<file path="src/rtl/multicycle_control.sv">
// Multicycle MIPS-style control unit: an FSM that sequences the datapath strobes
// for R-type, lw, sw, beq, addi and j, and counts retired instructions.
module multicycle_control #(
    parameter int RETIRE_W = 32
) (
    input  logic                clk,
    input  logic                rst_n,
    input  logic [5:0]          OP,
    input  logic                mem_ready,
    output logic                PCWrite,
    output logic                PCWriteCond,
    output logic                IorD,
    output logic                MemRead,
    output logic                MemWrite,
    output logic                IRWrite,
    output logic                MemToReg,
    output logic                RegWrite,
    output logic                RegDst,
    output logic                ALUSrcA,
    output logic [1:0]          ALUSrcB,
    output logic [1:0]          PCSrc,
    output logic [2:0]          ALUop,
    output logic [3:0]          state,
    output logic                illegal_op,
    output logic [RETIRE_W-1:0] retired
);

    typedef enum logic [3:0] {
        S_IDLE   = 4'd0,  S_FETCH  = 4'd1,  S_DECODE = 4'd2,  S_MEMADR = 4'd3,
        S_MEMRD  = 4'd4,  S_MEMWB  = 4'd5,  S_MEMWR  = 4'd6,  S_EXEC   = 4'd7,
        S_ALUWB  = 4'd8,  S_BRANCH = 4'd9,  S_ADDIEX = 4'd10, S_ADDIWB = 4'd11,
        S_JUMP   = 4'd12
    } state_t;

    localparam logic [5:0] OP_R    = 6'b000000;
    localparam logic [5:0] OP_LW   = 6'b100011;
    localparam logic [5:0] OP_SW   = 6'b101011;
    localparam logic [5:0] OP_BEQ  = 6'b000100;
    localparam logic [5:0] OP_ADDI = 6'b001000;
    localparam logic [5:0] OP_J    = 6'b000010;

    state_t              r_state;
    logic [RETIRE_W-1:0] r_retired;
    logic                w_op_ok;

    assign w_op_ok = (OP == OP_R) || (OP == OP_LW) || (OP == OP_SW) ||
                     (OP == OP_BEQ) || (OP == OP_ADDI) || (OP == OP_J);

    // Retirement is counted on the edge that leaves an instruction's last state.
    always_ff @(posedge clk or negedge rst_n) begin
        if (!rst_n) begin
            r_state   <= S_IDLE;
            r_retired <= '0;
        end else begin
            case (r_state)
                S_IDLE:   r_state <= S_FETCH;
                S_FETCH:  if (mem_ready) r_state <= S_DECODE;
                S_DECODE: begin
                    case (OP)
                        OP_LW, OP_SW: r_state <= S_MEMADR;
                        OP_R:         r_state <= S_EXEC;
                        OP_BEQ:       r_state <= S_BRANCH;
                        OP_ADDI:      r_state <= S_ADDIEX;
                        OP_J:         r_state <= S_JUMP;
                        default:      r_state <= S_FETCH;
                    endcase
                end
                S_MEMADR: begin
                    if (OP == OP_LW)      r_state <= S_MEMRD;
                    else if (OP == OP_SW) r_state <= S_MEMWR;
                    else                  r_state <= S_FETCH;
                end
                S_MEMRD:  if (mem_ready) r_state <= S_MEMWB;
                S_MEMWR: begin
                    if (mem_ready) begin
                        r_state   <= S_FETCH;
                        r_retired <= r_retired + 1'b1;
                    end
                end
                S_EXEC:   r_state <= S_ALUWB;
                S_ADDIEX: r_state <= S_ADDIWB;
                S_MEMWB, S_ALUWB, S_BRANCH, S_ADDIWB, S_JUMP: begin
                    r_state   <= S_FETCH;
                    r_retired <= r_retired + 1'b1;
                end
                default:  r_state <= S_FETCH;
            endcase
        end
    end

    // Outputs decode straight from the state so reset clears them without a clock.
    always_comb begin
        PCWrite     = 1'b0;
        PCWriteCond = 1'b0;
        IorD        = 1'b0;
        MemRead     = 1'b0;
        MemWrite    = 1'b0;
        IRWrite     = 1'b0;
        MemToReg    = 1'b0;
        RegWrite    = 1'b0;
        RegDst      = 1'b0;
        ALUSrcA     = 1'b0;
        ALUSrcB     = 2'b00;
        PCSrc       = 2'b00;
        ALUop       = 3'b000;
        illegal_op  = 1'b0;
        case (r_state)
            S_FETCH: begin
                MemRead = 1'b1;
                ALUSrcB = 2'b01;
                IRWrite = mem_ready;
                PCWrite = mem_ready;
            end
            S_DECODE: begin
                ALUSrcB    = 2'b11;
                illegal_op = !w_op_ok;
            end
            S_MEMADR: begin
                ALUSrcA = 1'b1;
                ALUSrcB = 2'b10;
            end
            S_MEMRD: begin
                MemRead = 1'b1;
                IorD    = 1'b1;
            end
            S_MEMWB: begin
                MemToReg = 1'b1;
                RegWrite = 1'b1;
            end
            S_MEMWR: begin
                MemWrite = 1'b1;
                IorD     = 1'b1;
            end
            S_EXEC: begin
                ALUSrcA = 1'b1;
                ALUop   = 3'b010;
            end
            S_ALUWB: begin
                RegDst   = 1'b1;
                RegWrite = 1'b1;
            end
            S_BRANCH: begin
                ALUSrcA     = 1'b1;
                ALUop       = 3'b001;
                PCSrc       = 2'b01;
                PCWriteCond = 1'b1;
            end
            S_ADDIEX: begin
                ALUSrcA = 1'b1;
                ALUSrcB = 2'b10;
            end
            S_ADDIWB: RegWrite = 1'b1;
            S_JUMP: begin
                PCSrc   = 2'b10;
                PCWrite = 1'b1;
            end
            default: ;
        endcase
    end

    assign state   = r_state;
    assign retired = r_retired;

endmodule
</file>
<file path="config.mk">
export PLATFORM = sky130hd
export DESIGN_NAME = multicycle_control
export DESIGN_NICKNAME = d
export VERILOG_FILES = /design/src/rtl/multicycle_control.sv
export SDC_FILE = /design/constraint.sdc
export NUM_CORES = 1
export LEC_CHECK = 0
export BUFFER_PORTS_ARGS = -buffer_cell sky130_fd_sc_hd__buf_4
export CAP_MARGIN = 40
export CORE_MARGIN = 2
export CORE_UTILIZATION = 34
export CTS_CLUSTER_DIAMETER = 120
export DETAILED_ROUTE_END_ITERATION = 8
export PLACE_DENSITY = 0.59
export SYNTH_ARGS = -nofsm -noshare
export SYNTH_HDL_FRONTEND = slang
export SYNTH_SLANG_ARGS = --single-unit
</file>
<file path="constraint.sdc">
create_clock -name clk -period 1.62 [get_ports clk]
set_input_delay 0.243 -clock clk [delete_from_list [all_inputs] [get_ports clk]]
set_output_delay 0.243 -clock clk [all_outputs]
set_load 0.02 [all_outputs]
</file>
After elaboration in Yosys (flattened, before gate mapping)
Index checks and enable logic that the tools add are counted.
Operators by class
  reduce and logical (&&, ||, !) cells: 17
  equal/unequal tests: 20
  add/subtract/negate cells: 1
  multiplexer cells: 23
Operators by type and width (count)
  32-bit one-hot mux with 2 select lines: 1
  32-bit by 1-bit adder with 32-bit output (second input constant): 1
  32-bit 2-to-1 mux: 1
  4-bit one-hot mux with 7 select lines: 1
  4-bit == test (second input constant): 5
  4-bit one-hot mux with 5 select lines: 1
  4-bit by 3-bit == test with 1-bit output (second input constant): 4
  6-bit == test (second input constant): 2
  4-bit 2-to-1 mux: 3
  1-bit 2-to-1 mux: 10
  4-bit by 2-bit == test with 1-bit output (second input constant): 2
  2-bit one-hot mux with 2 select lines: 2
  2-bit OR reduction: 4
  6-bit by 2-bit == test with 1-bit output (second input constant): 1
  6-bit by 3-bit == test with 1-bit output (second input constant): 1
  6-bit by 4-bit == test with 1-bit output (second input constant): 1
  6-bit logical NOT: 1
  3-bit 2-to-1 mux: 2
  2-bit != test (second input constant): 3
  2-bit one-hot mux with 3 select lines: 1
  1-bit logical OR: 5
  5-bit OR reduction: 1
  4-bit by 1-bit == test with 1-bit output (second input constant): 1
  4-bit OR reduction: 1
  6 further kinds: 6
Storage, ports and cells
  register bits: 36
  bits of input ports: 9

Logic depth before layout (Yosys ltp)
Gate-level depths: netlist of the first run.
  word-level depth: 8
  depth in mapped cells: 7
  gate-level depth less buffers: 6

Least setup slack after synthesis of the first run
Ideal clock, no wire load.
  path kind: reg2out
  start point: register r_state[1], in the netlist state[1]
  end point: output port PCWrite
  stages on the path, launching flop included: 6
  setup slack: -353 ps
  required time: 1377 ps
  buffers on the path: 1
  arrival time: 1730 ps
  path through: dfrtp_1 -> clkbuf_1 -> inv_1 -> nand3_1 -> nor3_1 -> or2_2
Between the ends
  longest elaborated chain between the ends: 2
Ends and longest elaborated chain
  from (decl): RTL line 42  | state_t r_state;
  from (signal assigned): RTL line 52  | r_state <= S_IDLE;
  from (signal assigned): RTL line 56  | S_IDLE: r_state <= S_FETCH;
  from (signal assigned): RTL line 57  | S_FETCH: if (mem_ready) r_state <= S_DECODE;
  4-bit == test or 4-bit by 1-bit == test with 1-bit output (tied branches): RTL line 107  | case (r_state)
  1-bit one-hot mux with 2 select lines *: RTL line 107
  to (decl): RTL line 10  | output logic PCWrite,
Every way passes the cells marked *; elsewhere a longest branch is shown, timed or not.

Worst setup path after layout of the first run
  start point: register r_state[0], in the netlist state[0]
  end point: output port illegal_op
Between the ends
  longest elaborated chain between the ends: 2
Ends and longest elaborated chain
  4-bit by 2-bit == test with 1-bit output: RTL line 107
  1-bit 2-to-1 mux: RTL line 107
  to (decl): RTL line 24  | output logic illegal_op,
No other way between the ends.

==> metrics.md, run 1 <==
| Metric | Value |
|---|---|
| CTS tree | `built` |
| Final nets | `345` |
| Fin crit period | `1.81 ns` |
| Iter 0 DRT Violations | `82` |
| FF-to-FF path depth | `7` |
| Fmax | `553 MHz` |
| GPL Wtd Cong | `0.797` |
| Via density | `~5` |
| RSZ-0062 raised after global routing | `yes` |
| Final hold vios | `0` |
| Crit path buf inv count | `1` |
| Worst path top cell family by delay | `simple AND/OR/NAND/NOR gates` |
| Leakage Power | `1.84 nW` |
| Hold Crit Endpoint | `state[0]$_DFFE_PN0P_` |
| Layout cell share with drive strength beyond 1 | `0.628` |
| Area contributors post-synth | `dfrtp_1 44%, xnor2_1 8.5%, xor2_1 6.0%` |
| # IOs | `63` |
| Critical Path AT | `1.57 ns` |
| CP startpoint kind | `flop` |
| Cell depth of the worst setup path | `4` |
| Element type at the critical path end | `output port` |
| Area share of the largest cell type after synthesis | `0.437` |
| Clk sinks | `36` |
| Area grow syn2layout | `82.5%` |
| Pwr Density | `approximately 760 mW/mm²` |
| Vias in the first global route | `1860` |
| Worst Hold Launch | `mem_ready` |
| First-pass GRT wire length | `8.61 mm` |
| Max FO, Critical Path | `6` |
| Hold Crit Class | `input port to flop` |
| Root buffer cell | `clkbuf_8` |
| Largest net degree at the start of global routing | `37` |
| Port Buf Inserts | `a little over 60` |
| Max IR drop VDD | `0.469 mV` |
| Num CTS Buffers | `5` |
| Setup violators final | `38` |
| Synth Register Bits | `36` |
| Placed Area | `0.00299 mm²` |
| Worst Path Required | `approximately 1.4 ns` |
| Hold Slack | `roughly 0.28 ns` |
| Row count | `28` |
| Routed len/inst | `14.7 µm` |
| Register area share after synthesis | `0.437` |
| Reg2reg start | `state[3]$_DFFE_PN0P_` |
| R2R setup slack | `-0.17 ns` |
| Via count | `just over 2000` |
| Final Instance Area | `about 0.0038 mm²` |
| Worst clock skew | `0.00833 ns` |
| Synth area leader | `dfrtp_1` |
| Cell count after synthesis | `207` |
| Syn avg cell area | `~10 µm²` |
| Starting Density | `0.350` |
| Worst path cell trace | `nand2b_4 -> or3_4 -> nor3_4 -> buf_6` |
| Top_reg_cell synth | `dfrtp_1` |
| Die Width | `81.8 µm` |
| Clock transition at path regs | `0.07 ns` |
| Drt pass-1 iters | `4` |
| Min setup slack post-route | `-0.188 ns` |
| Number of synthesized flops with an enable pin | `0` |
| Total grt overflow | `0` |
| Remaining DRCs | `0` |
| Fin crit share | `1.12` |
| Initial antenna violation count | `0` |
| Failing checks | `setup timing` |
| Synth warn | `0` |
| Mapped Nets | `217` |
| Post-route insts no fill | `411` |
| Final-report max-slew violation count | `0` |
| Worst skew pair latency | `about 0.29 ns` |
| Critical-path top delay cell | `dfrtp_2` |
| Die Y | `81.8 µm` |
| Share of flip-flops with an asynchronous set or reset | `1.00` |
| CTS Buffer Depth | `2` |
| Status | `complete, but fails checks` |
| Number of max-cap violations | `0` |
| Detailed placement HPWL | `between 3 and 4 mm` |
| Kind of critical path | `flop to output port` |
| Hold Crit Depth | `2` |
| Synthesized area | `0.00206 mm²` |
| Slowest stage delay, CP | `around 0.46 ns` |
| DRT Wirelength | `6.03 mm` |
| Antenna cells | `0` |
| Critical R2R Capture | `retired[29]$_DFFE_PN0P_` |
| Overall Global Routing Usage | `0.167` |
| Unique masters post-synth | `47` |
| DRT antenna net count | `0` |
| H-tree Lvls | `2` |
| Core area | `approximately 0.0059 mm²` |
| DP Cell Count | `372` |
| Die area | `0.00670 mm²` |
## power by group
group	switching (mW)	internal [mW]	total, mW
clock	0.321	0.302	0.623
sequential	0.0505	0.959	1.01
combinational	0.625	0.606	1.23
## area by class of cell
| cell class | count | area, µm² |
|---|---|---|
| Fill cell | 455 | 2130 |
| Timing Repair Buffer | 134 | 1180 |
| Inverter | 3 | 13.8 |
| Sequential cell | 36 | 915 |
| Clock inverter | 1 | 5.00 |
| Multi-Input combinational cell | 155 | 1480 |
| Tap cell | 75 | 93.8 |
| Clock buffer | 7 | 76.3 |
## state kept, by name (all words and copies together) (netlist names)
name / count
retired: 32
state: 4
## layer usage
metal	track usage	wire length, µm
met1	0.221	2660
met2	0.272	3050
met3	0.0341	223
met4	0.0533	94
met5	0	0
## stage by stage
| stage | setup WS (ns) | total power [mW] | TNS [ns] | utilization |
|---|---|---|---|---|
| 3_5_place_dp | -0.106 | 1.95 | -0.753 | 0.507 |
| 5_1_grt | -0.257 | 3.00 | -6.10 | 0.639 |
| 2_1_floorplan | -0.115 | 1.55 | -1.61 | - |
| 4_1_cts | -0.154 | 2.76 | -2.29 | 0.572 |
| 6_report | -0.188 | 2.86 | -3.19 | 0.639 |
| 3_3_place_gp | -0.0562 | 1.94 | -0.223 | 0.507 |
## cell usage after synthesis, types with 3 or more instances
cell and count:
a211oi_1 3, a21oi_1 4, and3_1 9, and4_1 3
buf_2 3, clkbuf_1 6, dfrtp_1 36, inv_1 3
mux2_2 3, nand2_1 13, nand2b_1 4, nand3_1 10
nand4_1 8, nor2_1 12, nor3_1 14, o32ai_1 3
xnor2_1 20, xor2_1 14
## worst max path at each step
stage	end	startpoint	slack, ns
global route	retired[29]$_DFFE_PN0P_	state[3]$_DFFE_PN0P_	-0.26
detailed placement	retired[29]$_DFFE_PN0P_	retired[7]$_DFFE_PN0P_	-0.11
global placement	retired[28]$_DFFE_PN0P_	retired[0]$_DFFE_PN0P_	-0.06
floorplan	retired[25]$_DFFE_PN0P_	state[3]$_DFFE_PN0P_	-0.12
finish	illegal_op	state[0]$_DFFE_PN0P_	-0.19
CTS	illegal_op	state[3]$_DFFE_PN0P_	-0.15
## cells by family after synthesis
group,Yosys count,share of synthesized area
xor gates and xnor gates,34,0.145
buffers and inverters,16,0.0419
AOI/OAI and AO/OA,26,0.0954
other,1,0.00182
DFF,36,0.437
adders and majority gates,1,0.00607
muxes,3,0.0164
and+or+nand+nor,90,0.256
## repair_timing
action / 4_1_cts / 5_1_grt
endpoints found under the setup margin: 34 / 45
cloned: 0 / 2
buffers inserted: 12 / 19
hold endpoints to repair: 36 / 0
pin swaps: 16 / 36
hold buffers: 1 / 0
gates resized for setup: 46 / 50
## layout by cell type, fill, tap and decap left out, drive strengths merged, types with 3 or more instances in the layout
cell / instances
xor2: 14
a21oi: 4
xnor2: 20
nand3: 10
inv: 3
buf: 132
nand2b: 4
o32ai: 4
nand4: 9
mux2: 3
dfrtp: 36
nor2: 12
and3: 9
a211oi: 3
clkbuf: 8
nor4: 3
and4: 3
nand2: 13
nor3: 14
Power figures use the tool's default switching activity.
==> inputs of run 2 (changes only) <==
SETUP_SLACK_MARGIN = 0.5   (was unset)
==> run 2 against run 1 <==
  * The run still ends with setup timing left
  * Worst setup slack lost 0.13 ns
  * Critical path type is now flop to flop
  * Clock skew grew 0.0012 ns
  * Clock power grew 27%
  * Sequential power grew 4%
  * Highest routed layer unchanged
  * Critical path depth grew 3
  * Global-route usage grew 3.9 points
  * Cell count grew 5.6%
  * Non-clock buffer count grew 22
  * Hold slack lost 0.015 ns
  * Register-to-register slack lost 0.14 ns
  * Fmax shrank 6.5%
==> metrics.md, run 2 (synthesized netlist as in run 1, its figures left out) <==
| Metric | Value |
|---|---|
| Status | `complete, but fails checks` |
| Failing checks | `setup timing` |
| Pint | `2.50 mW` |
| Overall Global Routing Usage | `0.206` |
| R2R setup slack | `-0.31 ns` |
| Clock share of power | `0.208` |
| Detailed placement HPWL | `3.88 mm` |
| Max reg flops | `32` |
| Fin crit period | `1.93 ns` |
| Top Usage Layer GRT | `met2` |
| Most frequent cells in the layout | `87 x buf_6, 54 x buf_4, 21 x dfrtp_1` |
| Clock transition at path regs | `0.08 ns` |
| Starting Density | `0.350` |
| Port Buf Inserts | `around 60` |
| Routed len/inst | `18.3 µm` |
| FF-to-FF path depth | `7` |
| Area grow syn2layout | `115%` |
| Post-route insts no fill | `434` |
| RSZ-0062 raised after global routing | `yes` |
| Worst path cell trace | `buf_6 -> and4bb_4 -> buf_6 -> nor2_4 -> a21bo_4 -> nor3_2 -> xor2_1` |
| Max FO, Critical Path | `5` |
| Crit path buf inv count | `2` |
| Met1 Usage GRT | `0.276` |
| Hold Crit Depth | `3` |
| Root buffer cell | `clkbuf_8` |
| Number of max-cap violations | `0` |
| Final nets | `368` |
| Layout cell share with drive strength beyond 1 | `0.708` |
| Slowest stage delay, CP | `0.46 ns` |
| Part of the power in registers | `0.278` |
| Via count | `2215` |
| Worst path top cell family by delay | `simple AND/OR/NAND/NOR gates` |
| Critical Path AT | `between 2 and 2.5 ns` |
| H-tree Lvls | `2` |
| Row count | `28` |
| CP startpoint kind | `flop` |
| Largest net degree at the start of global routing | `37` |
| Fin crit share | `1.19` |
| Element type at the critical path end | `flop` |
| Fmax | `517 MHz` |
| Hold Slack | `0.269 ns` |
| Max IR drop VDD | `0.774 mV` |
| Critical R2R Capture | `retired[19]$_DFFE_PN0P_` |
| Die area | `between 0.006 and 0.007 mm²` |
| Setup TNS | `-6.51 ns` |
| Worst Path Required | `1.82 ns` |
| Tot Pwr | `3.80 mW` |
| GPL Wtd Cong | `0.758` |
| Switching power | `around 1.3 mW` |
| Core area | `0.00589 mm²` |
| Hold Crit Endpoint | `state[2]$_DFFE_PN0P_` |
| First-pass GRT wire length | `10.5 mm` |
| Antenna cells | `0` |
| Pwr Density | `858 mW/mm²` |
| Initial antenna violation count | `0` |
| Worst Hold Launch | `OP[3]` |
| Clk sinks | `36` |
| Fill cell total of the finished layout | `366` |
| Least-Margin Pin Slew | `just over 0.7 ns` |
| Worst skew pair latency | `0.29 ns` |
| Comb pwr share | `0.514` |
| Num CTS Buffers | `5` |
| Critical-path top delay cell | `dfrtp_2` |
| Hold Crit Class | `input port to flop` |
| Min setup slack post-route | `-0.315 ns` |
| Worst clock skew | `0.00950 ns` |
| DRT Wirelength | `around 7.9 mm` |
| CP startpoint | `state[3]$_DFFE_PN0P_` |
| # IOs | `63` |
| Kind of critical path | `flop to flop` |
| Via density | `5.10` |
| Commonest non-fill, non-tap cell in the layout | `buf_6` |
| GR Util met2 | `0.343` |
| Met3 Usage GRT | `0.0341` |
| Net Sw Frac | `0.341` |
| Die Y | `between 80 and 90 µm` |
| DP Cell Count | `373` |
| Die Width | `81.8 µm` |
| Iter 0 DRT Violations | `79` |
| Vias in the first global route | `2100` |
| Leakage Power | `~2.0 nW` |
| Slew headroom | `0.513` |
| CTS tree | `built` |
| Drt pass-1 iters | `4` |
| Setup violators final | `48` |
| Pre-CTS setup slack | `-0.141 ns` |
| Final hold vios | `0` |
| Remaining DRCs | `0` |
| Total grt overflow | `0` |
| DRT antenna net count | `0` |
| Crit path top cell by count | `buf_6` |
| Reg2reg start | `state[3]$_DFFE_PN0P_` |
| CTS Buffer Depth | `2` |
| Final-report max-slew violation count | `0` |
-- run 2: cell count changes in the layout (fill, tap and decap cells not counted), sizes merged --
cell / delta
a21bo: +1
clkbuf: -2
bufinv: +1
buf: +23
-- run 2: cell type report --
type | count | area (µm²) | share of cell area
well taps | 75 | 93.8 | 0.0212
inverters | 3 | 23.8 | 0.00537
multi-input cells | 156 | 1620 | 0.367
repair buffers | 156 | 1660 | 0.375
flip-flops and latches | 36 | 920 | 0.208
clock buffers | 6 | 72.6 | 0.0164
clock inverters | 2 | 35.0 | 0.00791
-- run 2: worst reg2reg max path, cell delays in order (launching register included) --
cell and delay, ns:
dfrtp_2 0.46, buf_6 0.14, and4bb_4 0.37, buf_6 0.11, nor2_4 0.04, a21bo_4 0.26
nor3_2 0.23, xor2_1 0.23
-- run 2: how the worst max path moves through the flow --
stage,to,slack (ns),cells past startpoint
after floorplan,retired[21]$_DFFE_PN0P_,-0.10,7
after global placement,retired[25]$_DFFE_PN0P_,-0.10,6
after detailed placement,retired[28]$_DFFE_PN0P_,-0.14,7
after CTS,illegal_op,-0.19,4
after global routing,retired[19]$_DFFE_PN0P_,-0.36,7
final,retired[19]$_DFFE_PN0P_,-0.31,7
-- run 2: power groups by stage --
stage	registers, mW	logic [mW]	clock network, mW
final	1.05	1.95	0.789
after global routing	1.06	2.05	0.849
after CTS	1.04	1.75	0.802
after detailed placement	1.04	1.16	0
after global placement	1.03	1.15	0
after floorplan	1.12	0.679	0
-- run 2: metal layers --
layer  part of all wire  routed length (µm)
met1               0.44                3450
met2               0.52                4110
met4              0.015                 119
met5                  0                   0
met3              0.032                 254
-- run 2: per-stage QoR --
| step | utilization | area [µm²] |
|---|---|---|
| 2_1_floorplan | - | 2350 |
| 3_3_place_gp | 0.528 | 3110 |
| 3_5_place_dp | 0.528 | 3110 |
| 4_1_cts | 0.682 | 4020 |
| 5_1_grt | 0.752 | 4430 |
| 6_report | 0.752 | 4430 |
-- run 2: what timing repair did --
action | in CTS | in global routing
setup buffers | 27 | 23
hold endpoints to repair | 36 | 0
cloned | 2 | 0
hold buffers | 1 | 0
gates resized for setup | 120 | 53
setup endpoints to repair | 85 | 88
pin swaps | 37 | 30
==> inputs of run 3 (changes only) <==
CORE_ASPECT_RATIO = 0.75   (was unset)
==> run 3 against run 2 <==
  * Largest cell class is now multi-input gates
  * Global-route usage decreased by 0.86 points
  * Non-clock buffer count unchanged
  * The run still ends with setup timing left
  * Clock power decreased by 11%
  * First-iteration DRC count is 54% higher
==> metrics.md, run 3 (synthesized netlist as in run 1, its figures left out) <==
| Metric | Value |
|---|---|
| Iter 0 DRT Violations | `122` |
| Clk sinks | `36` |
| Comb pwr share | `0.494` |
| Num CTS Buffers | `5` |
| DRT Wirelength | `7.36 mm` |
| CTS Buffer Depth | `2` |
| Crit path buf inv count | `2` |
| RSZ-0062 raised after global routing | `yes` |
| Hold Crit Depth | `3` |
| Slew headroom | `0.643` |
| Min setup slack post-route | `-0.239 ns` |
| Worst path top cell family by delay | `simple AND/OR/NAND/NOR gates` |
| Core area | `0.00583 mm²` |
| Area grow syn2layout | `109%` |
| Initial antenna violation count | `0` |
| Hold Crit Class | `input port to flop` |
| Worst skew pair latency | `0.28 ns` |
| Setup violators final | `43` |
| Leakage Power | `between 1.5 and 2 nW` |
| Pre-CTS setup slack | `-0.0529 ns` |
| Via count | `approximately 2200` |
| Final nets | `367` |
| Critical Path AT | `1.62 ns` |
| Clock share of power | `0.205` |
| Die Width | `93.9 µm` |
| Tot Pwr | `3.43 mW` |
| Starting Density | `0.354` |
| Die Y | `71.4 µm` |
| FF-to-FF path depth | `8` |
| GPL Wtd Cong | `0.801` |
| Port Buf Inserts | `61` |
| Pint | `2.24 mW` |
| Row count | `24` |
| Max IR drop VDD | `~0.60 mV` |
| Hold Crit Endpoint | `state[2]$_DFFE_PN0P_` |
| Fin crit share | `1.15` |
| Fin crit period | `1.86 ns` |
| Fmax | `538 MHz` |
| Largest net degree at the start of global routing | `37` |
| Overall Global Routing Usage | `0.197` |
| Worst path cell trace | `buf_6 -> nand2b_4 -> nor3b_4 -> or2_2 -> buf_4` |
| Clock transition at path regs | `0.07 ns` |
| DRT antenna net count | `0` |
| Remaining DRCs | `0` |
| Commonest non-fill, non-tap cell in the layout | `buf_6` |
| Die area | `0.00670 mm²` |
| Drt pass-1 iters | `4` |
| H-tree Lvls | `2` |
| Max reg flops | `32` |
| Antenna cells | `0` |
| Pwr Density | `795 mW/mm²` |
| Element type at the critical path end | `output port` |
| Final hold vios | `0` |
| Fill cell total of the finished layout | `365` |
| Routed len/inst | `16.9 µm` |
| Worst Path Required | `around 1.4 ns` |
| Critical-path top delay cell | `dfrtp_2` |
| Detailed placement HPWL | `between 4 and 5 mm` |
| DP Cell Count | `about 380` |
| Most frequent cells in the layout | `90 x buf_6, 60 x buf_4, 23 x dfrtp_1` |
| Reg2reg start | `state[3]$_DFFE_PN0P_` |
| Critical R2R Capture | `retired[7]$_DFFE_PN0P_` |
| Least-Margin Pin Slew | `0.531 ns` |
| CTS tree | `built` |
| CP startpoint kind | `flop` |
| Total grt overflow | `0` |
| # IOs | `63` |
| Kind of critical path | `flop to output port` |
| Root buffer cell | `clkbuf_8` |
| Status | `complete, but fails checks` |
| Net Sw Frac | `0.347` |
| Switching power | `roughly 1.2 mW` |
| Part of the power in registers | `0.301` |
| Layout cell share with drive strength beyond 1 | `0.696` |
| Vias in the first global route | `2112` |
| Hold Slack | `0.282 ns` |
| Worst clock skew | `0.00298 ns` |
| Post-route insts no fill | `436` |
| Slowest stage delay, CP | `~0.46 ns` |
| Number of max-cap violations | `0` |
| R2R setup slack | `-0.20 ns` |
| First-pass GRT wire length | `between 10 and 15 mm` |
| Failing checks | `setup timing` |
| Via density | `5.10` |
| Final-report max-slew violation count | `0` |
| Worst Hold Launch | `OP[2]` |
| Max FO, Critical Path | `8` |
[run 3: layout make-up]
| cell class | instances | area, µm² | area share |
|---|---|---|---|
| clock buffer | 8 | 100 | 0.0232 |
| inverter | 3 | 18.8 | 0.00435 |
| multi-input combinational | 155 | 1610 | 0.374 |
| sequential | 36 | 917 | 0.213 |
| tap | 78 | 97.6 | 0.0226 |
| timing repair buffer | 156 | 1570 | 0.364 |
[run 3: metrics by stage]
step | util | instance area, µm² | TNS, ns
3_3_place_gp | 0.543 | 3160 | -0.0667
2_1_floorplan | - | 2350 | -1.55
3_5_place_dp | 0.543 | 3160 | -0.354
4_1_cts | 0.675 | 3930 | -2.52
6_report | 0.741 | 4310 | -4.79
5_1_grt | 0.741 | 4310 | -8.05
[run 3: repair_timing]
item                       CTS  global route
setup endpoints to repair   82            88
resized for setup          113            43
hold buffers                 1             0
pin swaps                   31            32
setup buffers               25            21
hold endpoints to repair    36             0
gates cloned                 0             0
[run 3: how the worst max path moves through the flow]
stage                           start                       to  cells after the start
2_1_floorplan    state[3]$_DFFE_PN0P_  retired[21]$_DFFE_PN0P_                      7
3_3_place_gp   retired[0]$_DFFE_PN0P_  retired[28]$_DFFE_PN0P_                      6
3_5_place_dp     state[1]$_DFFE_PN0P_  retired[29]$_DFFE_PN0P_                      6
4_1_cts          state[0]$_DFFE_PN0P_               illegal_op                      4
5_1_grt          state[0]$_DFFE_PN0P_                  PCWrite                      5
6_report         state[0]$_DFFE_PN0P_                  PCWrite                      5
[run 3: power groups by stage]
stage / Clock (mW) / Sequential, mW / Combinational (mW)
after global placement: 0 / 1.03 / 1.20
final: 0.704 / 1.03 / 1.69
after global routing: 0.765 / 1.04 / 1.77
after CTS: 0.713 / 1.03 / 1.53
after floorplan: 0 / 1.12 / 0.679
after detailed placement: 0 / 1.04 / 1.21
[run 3: worst min-delay path, delay by kind of cell]
family / cells / cell delay (ns)
compound gates: 1 / 0.05
buf+inv: 1 / 0.12
simple gates: 1 / 0.11
[run 3: metal layers]
metal / up-vias / share of wire / track usage
met5: - / 0 / 0
met4: 0 / 0.0011 / 0.0338
met3: 2 / 0.040 / 0.0326
met2: 59 / 0.51 / 0.298
met1: 1117 / 0.45 / 0.303
li1: 1045 / - / -
